$ cat config.mk
export PLATFORM = sky130hd
export DESIGN_NAME = coco_intc
export DESIGN_NICKNAME = d
export VERILOG_FILES = /design/src/rtl/coco_intc.sv
export SDC_FILE = /design/constraint.sdc
export NUM_CORES = 1
export LEC_CHECK = 0
export ABC_AREA = 1
export BUFFER_PORTS_ARGS = -buffer_cell sky130_fd_sc_hd__buf_2
export CORE_ASPECT_RATIO = 0.5
export CORE_MARGIN = 2
export CORE_UTILIZATION = 45
export CTS_CLUSTER_DIAMETER = 100
export DETAILED_ROUTE_END_ITERATION = 10
export PLACE_DENSITY = 0.81
export SYNTH_ARGS = -nofsm -noshare
export SYNTH_HDL_FRONTEND = slang
export SYNTH_SLANG_ARGS = --single-unit
$ cat constraint.sdc
create_clock -name CLK_I -period 1.5 [get_ports CLK_I]
set_input_delay 0.3 -clock CLK_I [delete_from_list [all_inputs] [get_ports CLK_I]]
set_output_delay 0.3 -clock CLK_I [all_outputs]
set_load 0.1 [all_outputs]
$ cat src/rtl/coco_intc.sv
// coco_intc: fixed-priority interrupt controller for up to 8 device IRQ lines.
// Drives one CPU request and runs a request / acknowledge / EOI handshake.
//
// state   | meaning
// --------+---------------------------------------------------------------
// IDLE    | no request outstanding; arbitrate eligible sources
// REQ     | IRQ_O high, waiting for ACK_I on the latched INT_ID
// SERVICE | CPU is servicing INT_ID; wait for an EOI write to STATUS
module coco_intc #(
    parameter int N = 6
) (
    input  logic          CLK_I,
    input  logic          RST_I,
    input  logic [3:2]    ADD_I,
    input  logic          WE_I,
    input  logic [31:0]   DAT_I,
    input  logic [3:0]    BE,
    output logic [31:0]   DAT_O,
    input  logic [N-1:0]  HWINT_I,
    input  logic          ACK_I,
    output logic          IRQ_O,
    output logic [2:0]    INT_ID
);

    typedef enum logic [1:0] {
        ST_IDLE    = 2'd0,
        ST_REQ     = 2'd1,
        ST_SERVICE = 2'd2
    } state_t;

    state_t         r_state;
    logic [2:0]     r_int_id;
    logic           r_irq;
    logic [N-1:0]   r_mask;
    logic [N-1:0]   r_mode;
    logic [N-1:0]   r_pend;
    logic [N-1:0]   r_prev;

    logic [N-1:0]   w_elig;
    logic [2:0]     w_winner;
    logic           w_cur_elig;
    logic [N-1:0]   w_id_oh;
    logic           w_ack_take;
    logic           w_wr_lo;
    logic           w_eoi;
    logic [N-1:0]   w_clr;
    logic [N-1:0]   w_rise;
    logic [N-1:0]   w_pend_next;
    logic           w_unused;

    // Registers are at most 8 bits wide, so only byte lane 0 carries data.
    assign w_unused = ^{DAT_I[31:N], BE[3:1]};

    assign w_elig     = r_pend & r_mask;
    assign w_ack_take = (r_state == ST_REQ) && ACK_I;
    assign w_wr_lo    = WE_I && BE[0];
    assign w_eoi      = WE_I && (ADD_I == 2'd3);

    always_comb begin
        w_winner   = '0;
        w_cur_elig = 1'b0;
        w_id_oh    = '0;
        for (int i = N - 1; i >= 0; i--) begin
            if (w_elig[i]) w_winner = 3'(i);
        end
        for (int i = 0; i < N; i++) begin
            if (r_int_id == 3'(i)) begin
                w_cur_elig = w_elig[i];
                w_id_oh[i] = 1'b1;
            end
        end
    end

    // Edge sources: a new rising edge beats any same-cycle clear.
    assign w_rise      = HWINT_I & ~r_prev;
    assign w_clr       = ((w_wr_lo && (ADD_I == 2'd1)) ? DAT_I[N-1:0] : '0)
                       | (w_ack_take ? w_id_oh : '0);
    assign w_pend_next = (r_mode & (w_rise | (r_pend & ~w_clr)))
                       | (~r_mode & HWINT_I);

    always_ff @(posedge CLK_I) begin
        if (RST_I) begin
            r_mask <= '0;
            r_mode <= '0;
            r_pend <= '0;
            r_prev <= '0;
        end else begin
            r_prev <= HWINT_I;
            r_pend <= w_pend_next;
            if (w_wr_lo && (ADD_I == 2'd0)) r_mask <= DAT_I[N-1:0];
            if (w_wr_lo && (ADD_I == 2'd2)) r_mode <= DAT_I[N-1:0];
        end
    end

    always_ff @(posedge CLK_I) begin
        if (RST_I) begin
            r_state  <= ST_IDLE;
            r_int_id <= '0;
            r_irq    <= 1'b0;
        end else begin
            case (r_state)
                ST_IDLE: begin
                    if (|w_elig) begin
                        r_state  <= ST_REQ;
                        r_int_id <= w_winner;
                        r_irq    <= 1'b1;
                    end
                end
                ST_REQ: begin
                    if (ACK_I) begin
                        r_state <= ST_SERVICE;
                        r_irq   <= 1'b0;
                    end else if (!w_cur_elig) begin
                        r_state <= ST_IDLE;
                        r_irq   <= 1'b0;
                    end
                end
                ST_SERVICE: begin
                    if (w_eoi) r_state <= ST_IDLE;
                end
                default: begin
                    r_state <= ST_IDLE;
                    r_irq   <= 1'b0;
                end
            endcase
        end
    end

    always_comb begin
        case (ADD_I)
            2'd0:    DAT_O = {{(32 - N){1'b0}}, r_mask};
            2'd1:    DAT_O = {{(32 - N){1'b0}}, r_pend};
            2'd2:    DAT_O = {{(32 - N){1'b0}}, r_mode};
            default: DAT_O = {27'b0, r_state, r_int_id};
        endcase
    end

    assign IRQ_O  = r_irq;
    assign INT_ID = r_int_id;

endmodule

# --- Word level (Yosys, flattened, before mapping) ---
# Cells that the tools add are included.
# W data, S select, Z words.
word_totals:
  reg_bits: 30
  inputBits: 48
  output_inout_bits: 36
  elab_cells: 75
op_classes:
  eq_ne: 13
  muxes: 30
  bitwise_logic: 12
  reduce_logical: 13
op_table:
  columns: ["cell", "n"]
  rows:
  - ["$and A6 B6 Y6", 5]
  - ["$mux W3", 6]
  - ["$not A6 Y6", 3]
  - ["$or A6 B6 Y6", 3]
  - ["$pmux W6 S3", 1]
  - ["$mux W1", 15]
  - ["$mux W6", 2]
  - ["$mux W2", 4]
  - ["$eq A2 B2 Y1 const B", 3]
  - ["$eq A3 B2 Y1 const B", 2]
  - ["$eq A3 B3 Y1 const B", 2]
  - ["$logic_and A1 B1 Y1", 6]
  - ["$pmux W2 S3", 1]
  - ["$reduce_and A3 Y1", 2]
  - ["$reduce_or A6 Y1", 1]
  - ["$eq A2 B1 Y1 const B", 2]
  - ["$logic_not A2 Y1", 2]
  - ["$ne A2 B2 Y1 const B", 2]
  - ["$eq A3 B1 Y1 const B", 1]
  - ["$logic_not A3 Y1", 1]
  - ["$ne A3 B3 Y1 const B", 1]
  - ["$pmux W1 S3", 1]
  - ["$reduce_and A2 Y1", 1]
  - ["$not A1 Y1", 1]

# --- Logic depth before layout (Yosys ltp) ---
depth:
  word_depth: 10
  mapped_depth: 10
  ltp_nobuf: 10

# --- Worst setup path before layout ---
# Ideal clock, no wire load.
synth_path:
  path_type: "register -> output"
  start: "register r_int_id[2], in the netlist INT_ID[2]"
  end: "output port DAT_O[2]"
  t_arrival_ns: 3.454
  required_time_ns: 1.200
  slack_ns: -2.254
  path_stages_with_launch: 4
  path_buffers: 1
  path_cell_list: "dfxtp_1 > buf_2 > inv_1 > o21ai_0"
synth_via:
  elab_chain_len: 1
synth_lines:
  columns: ["element", "line_no", "rtl"]
  rows:
  - ["start, declared", "32", "logic [2:0] r_int_id;"]
  - ["start signal, assigned", "105", "r_int_id <= w_winner;"]
  - ["$pmux W6 S3", "130", "case (ADD_I)"]
  - ["end, declared", "18", "output logic [31:0] DAT_O,"]
# No other way between the ends.

# --- Worst setup path after layout ---
layout_path:
  start: "input port ADD_I[3] (netlist name)"
  end: "output port DAT_O[2]"
layout_via:
  elab_chain_len: 2
  elab_cells_between_ends: 4
  classes_between: "eq/ne: 2; mux: 1; reduce/logical: 1"
layout_lines:
  columns: ["element", "line_no", "rtl"]
  rows:
  - ["start, declared", "14", "input logic [3:2] ADD_I,"]
  - ["$eq A2 B2 Y1 (tied with other cells)", "130", null]
  - ["$pmux W6 S3 *", "130", null]
# Mark *: on every way between the ends. The rest lies on a longest branch, timed or not.

==> run_results.csv <==
group,metric,value,unit
status,status,"complete, but fails checks",
status,violations,"setup timing",
logic_synthesis,seq_area_frac_synth,36.0,%
placement,dp.cells,322,
sta,fin_skew,4.19,ps
sta,slew_viol_final,0,
logic_synthesis,synth_edf_count,0,
sta,setup_tns,-57.2,ps
pwr,p_sw,0.000836,W
logic_synthesis,yosysWarnings,0,
sta,fin_crit,1530,ps
pwr,intPower,0.00158,W
pwr,seqPwrFrac,35.5,%
placement,gp_congestion,0.852,
floorplan,die_w,90.2,µm
global_route,grt_max_degree,16,
clock_tree,cts_buffers,5,
placement,pre_cts_ws,-70.6,ps
global_route,overflow,0,
flow_run,maxCapViolations,0,
sta,setup_viol_count_final,5,
worst_setup_path,start_kind,"primary input",
clock_tree,clkTransAtPathRegs,70,ps
pwr,power_leakage,0.988,nW
pwr,combPwrFrac,25.1,%
floorplan,initial_core_util,47.8,%
sta,rsz0062_at_grt,"true",
final_layout,nNetsFinal,328,
clock_tree,cts_tree,"done",
logic_synthesis,synth_top_cell_by_area,"dfxtp_1",
final_layout,final_common_cell,"nand2_1",
global_route,antenna_found_initial,0,
logic_synthesis,synth.distinct_cells,24,
final_layout,layout_common_cells,"51 x nand2_1, 26 x dfxtp_1, 26 x conb_1",
clock_tree,cts_buffer_depth,2,
logic_synthesis,postSynthCellCount,242,
routing,wl,4190,µm
global_route,grt_pass1_wl,6840,µm
routing,drt_iter0_markers,121,
sta,holdWs,235,ps
global_route,grt_pass1_vias,1508,
clock_tree,cts.sinks,30,
final_layout,stdcell_count,332,
routing,remaining_drc_errors,0,
clock_tree,cts_hold_buffers,0,
clock_tree,htreeDepth,2,
final_layout,num_antenna_cells,0,
routing,vias,1699,
logic_synthesis,syn_avg_cell_area,6.90,µm²
sta,min_period_over_period,102,%
worst_setup_path,crit_required,1200,ps
pwr,p_per_area,1110,nW/µm²
placement,dpl.hpwl,3020,µm
floorplan,die_y,47.1,µm
final_layout,drive_gt1_share,27.0,%
worst_setup_path,path_max_fanout,5,
routing,ant_nets,0,
sta,max_freq,0.655,GHz
logic_synthesis,async_flop_share,0,%
logic_synthesis,ys.flop_type,"dfxtp_1",
logic_synthesis,synth.top_cell.area_share,36.0,%
final_layout,area_growth,30.2,%
clock_tree,root_buffer,"clkbuf_8",
sta,hold_viol_final,0,
routing,post_drt_via_cell_ratio,5.12,
logic_synthesis,synth.cell_area,1670,µm²
pwr,swShare,34.6,%
worst_setup_path,path_class,"in -> out",
logic_synthesis,ys_seq_elements,30,
worst_setup_path,worstPathArrival,1230,ps
placement,port_buffers,28,
routing,dr.pass1.iters,5,
routing,wl_per_cell,12.6,µm
min_path,hp-class,"in -> reg",
logic_synthesis,yosys-top-cells-area,"dfxtp_1 36%, nand2_1 13%, buf_4 12%",
floorplan,core,3490,µm²
sta,fin_ws,-26.6,ps
floorplan,rows,15,
pwr,vdd.ir_drop.worst,477,µV
clock_tree,clock_latency,280,ps
pwr,power_frac_clock,39.4,%
floorplan,io_pins,84,
global_route,grt_util_all_layers,21.0,%
final_layout,post-route-util,62.3,%
worst_setup_path,critPathCaptureType,"primary output",
floorplan,dieArea,4240,µm²
[worst max-delay path, cell delays in order]
cell     delay, ps
buf_2          150
nor2_2          70
buf_4          130
nand2_1         90
nand2_2         70
a21oi_2        150
o21ai_4         90
buf_12         170
[power by group through the flow]
stage	Clock, W	Sequential [W]	Combinational (W)
after floorplan	0	0.000889	0.000515
after global placement	0	0.000871	0.000586
after detailed placement	0	0.000874	0.000591
after CTS	0.000960	0.000856	0.000598
after global routing	0.00101	0.000861	0.000635
final	0.000951	0.000858	0.000607
[area by class of cell]
| cell class | instances | area [µm²] |
|---|---|---|
| fill | 285 | 1320 |
| multi-input combinational | 180 | 942 |
| sequential | 30 | 613 |
| timing repair buffer | 37 | 315 |
| clock buffer | 7 | 108 |
| inverter | 26 | 103 |
| tap | 51 | 63.8 |
| clock inverter | 1 | 30.0 |
[flip-flops by register name, summed over array words and instances, names as in the netlist]
name     flops
r_mode       6
r_state      2
INT_ID       3
r_pend       6
IRQ_O        1
r_prev       6
r_mask       6
[path summary, 6_finish.rpt]
path | cells after the start | startpoint | to | slack (ps)
setup / recovery | 8 | ADD_I[3] | DAT_O[2] | -30
hold / removal | 3 | HWINT_I[3] | r_prev[3] | 240
setup reg to reg | 9 | r_pend[0] | IRQ_O | 130
hold reg to reg | 3 | r_prev[1] | r_pend[1] | 480
[stage by stage]
| step | power (W) | instance area, µm² |
|---|---|---|
| after global routing | 0.00250 | 2170 |
| final | 0.00242 | 2170 |
| after detailed placement | 0.00146 | 1990 |
| after floorplan | 0.00140 | 1860 |
| after global placement | 0.00146 | 1990 |
| after CTS | 0.00241 | 2150 |
[what timing repair did]
item	4_1_cts	5_1_grt
pin swaps	4	6
setup buffers	1	1
resized for setup	6	7
endpoints found under the setup margin	5	5
[cells by family after synthesis]
logic type             count (synthesis)  share of synthesized area (%)
DFF                                   30                           36.0
buffers and inverters                 57                           19.3
other                                  1                          0.225
and+or+nand+nor                      107                           28.5
AOI/OAI and AO/OA                     47                           16.1
[synth_stat cells, types with 2 or more instances]
cell	count
nor2_2	2
a21oi_1	17
dfxtp_1	30
nor2_1	23
o31ai_1	3
nor2_4	3
nand3_2	2
o21ai_0	17
buf_2	2
inv_2	5
o2111ai_1	6
buf_4	26
nor3_1	3
nor4_1	3
nand2_1	56
o21ai_1	3
nand3_1	13
clkbuf_1	2
inv_1	21
[per-layer routing]
layer	part of all wire, %	GRT usage (%)	up-vias
li1	-	-	815
met1	43	25.9	751
met2	45	35.3	120
met3	9.7	6.10	13
met4	2.0	11.1	0
met5	0	0	-
No activity file was read; power rests on OpenSTA's default activity.
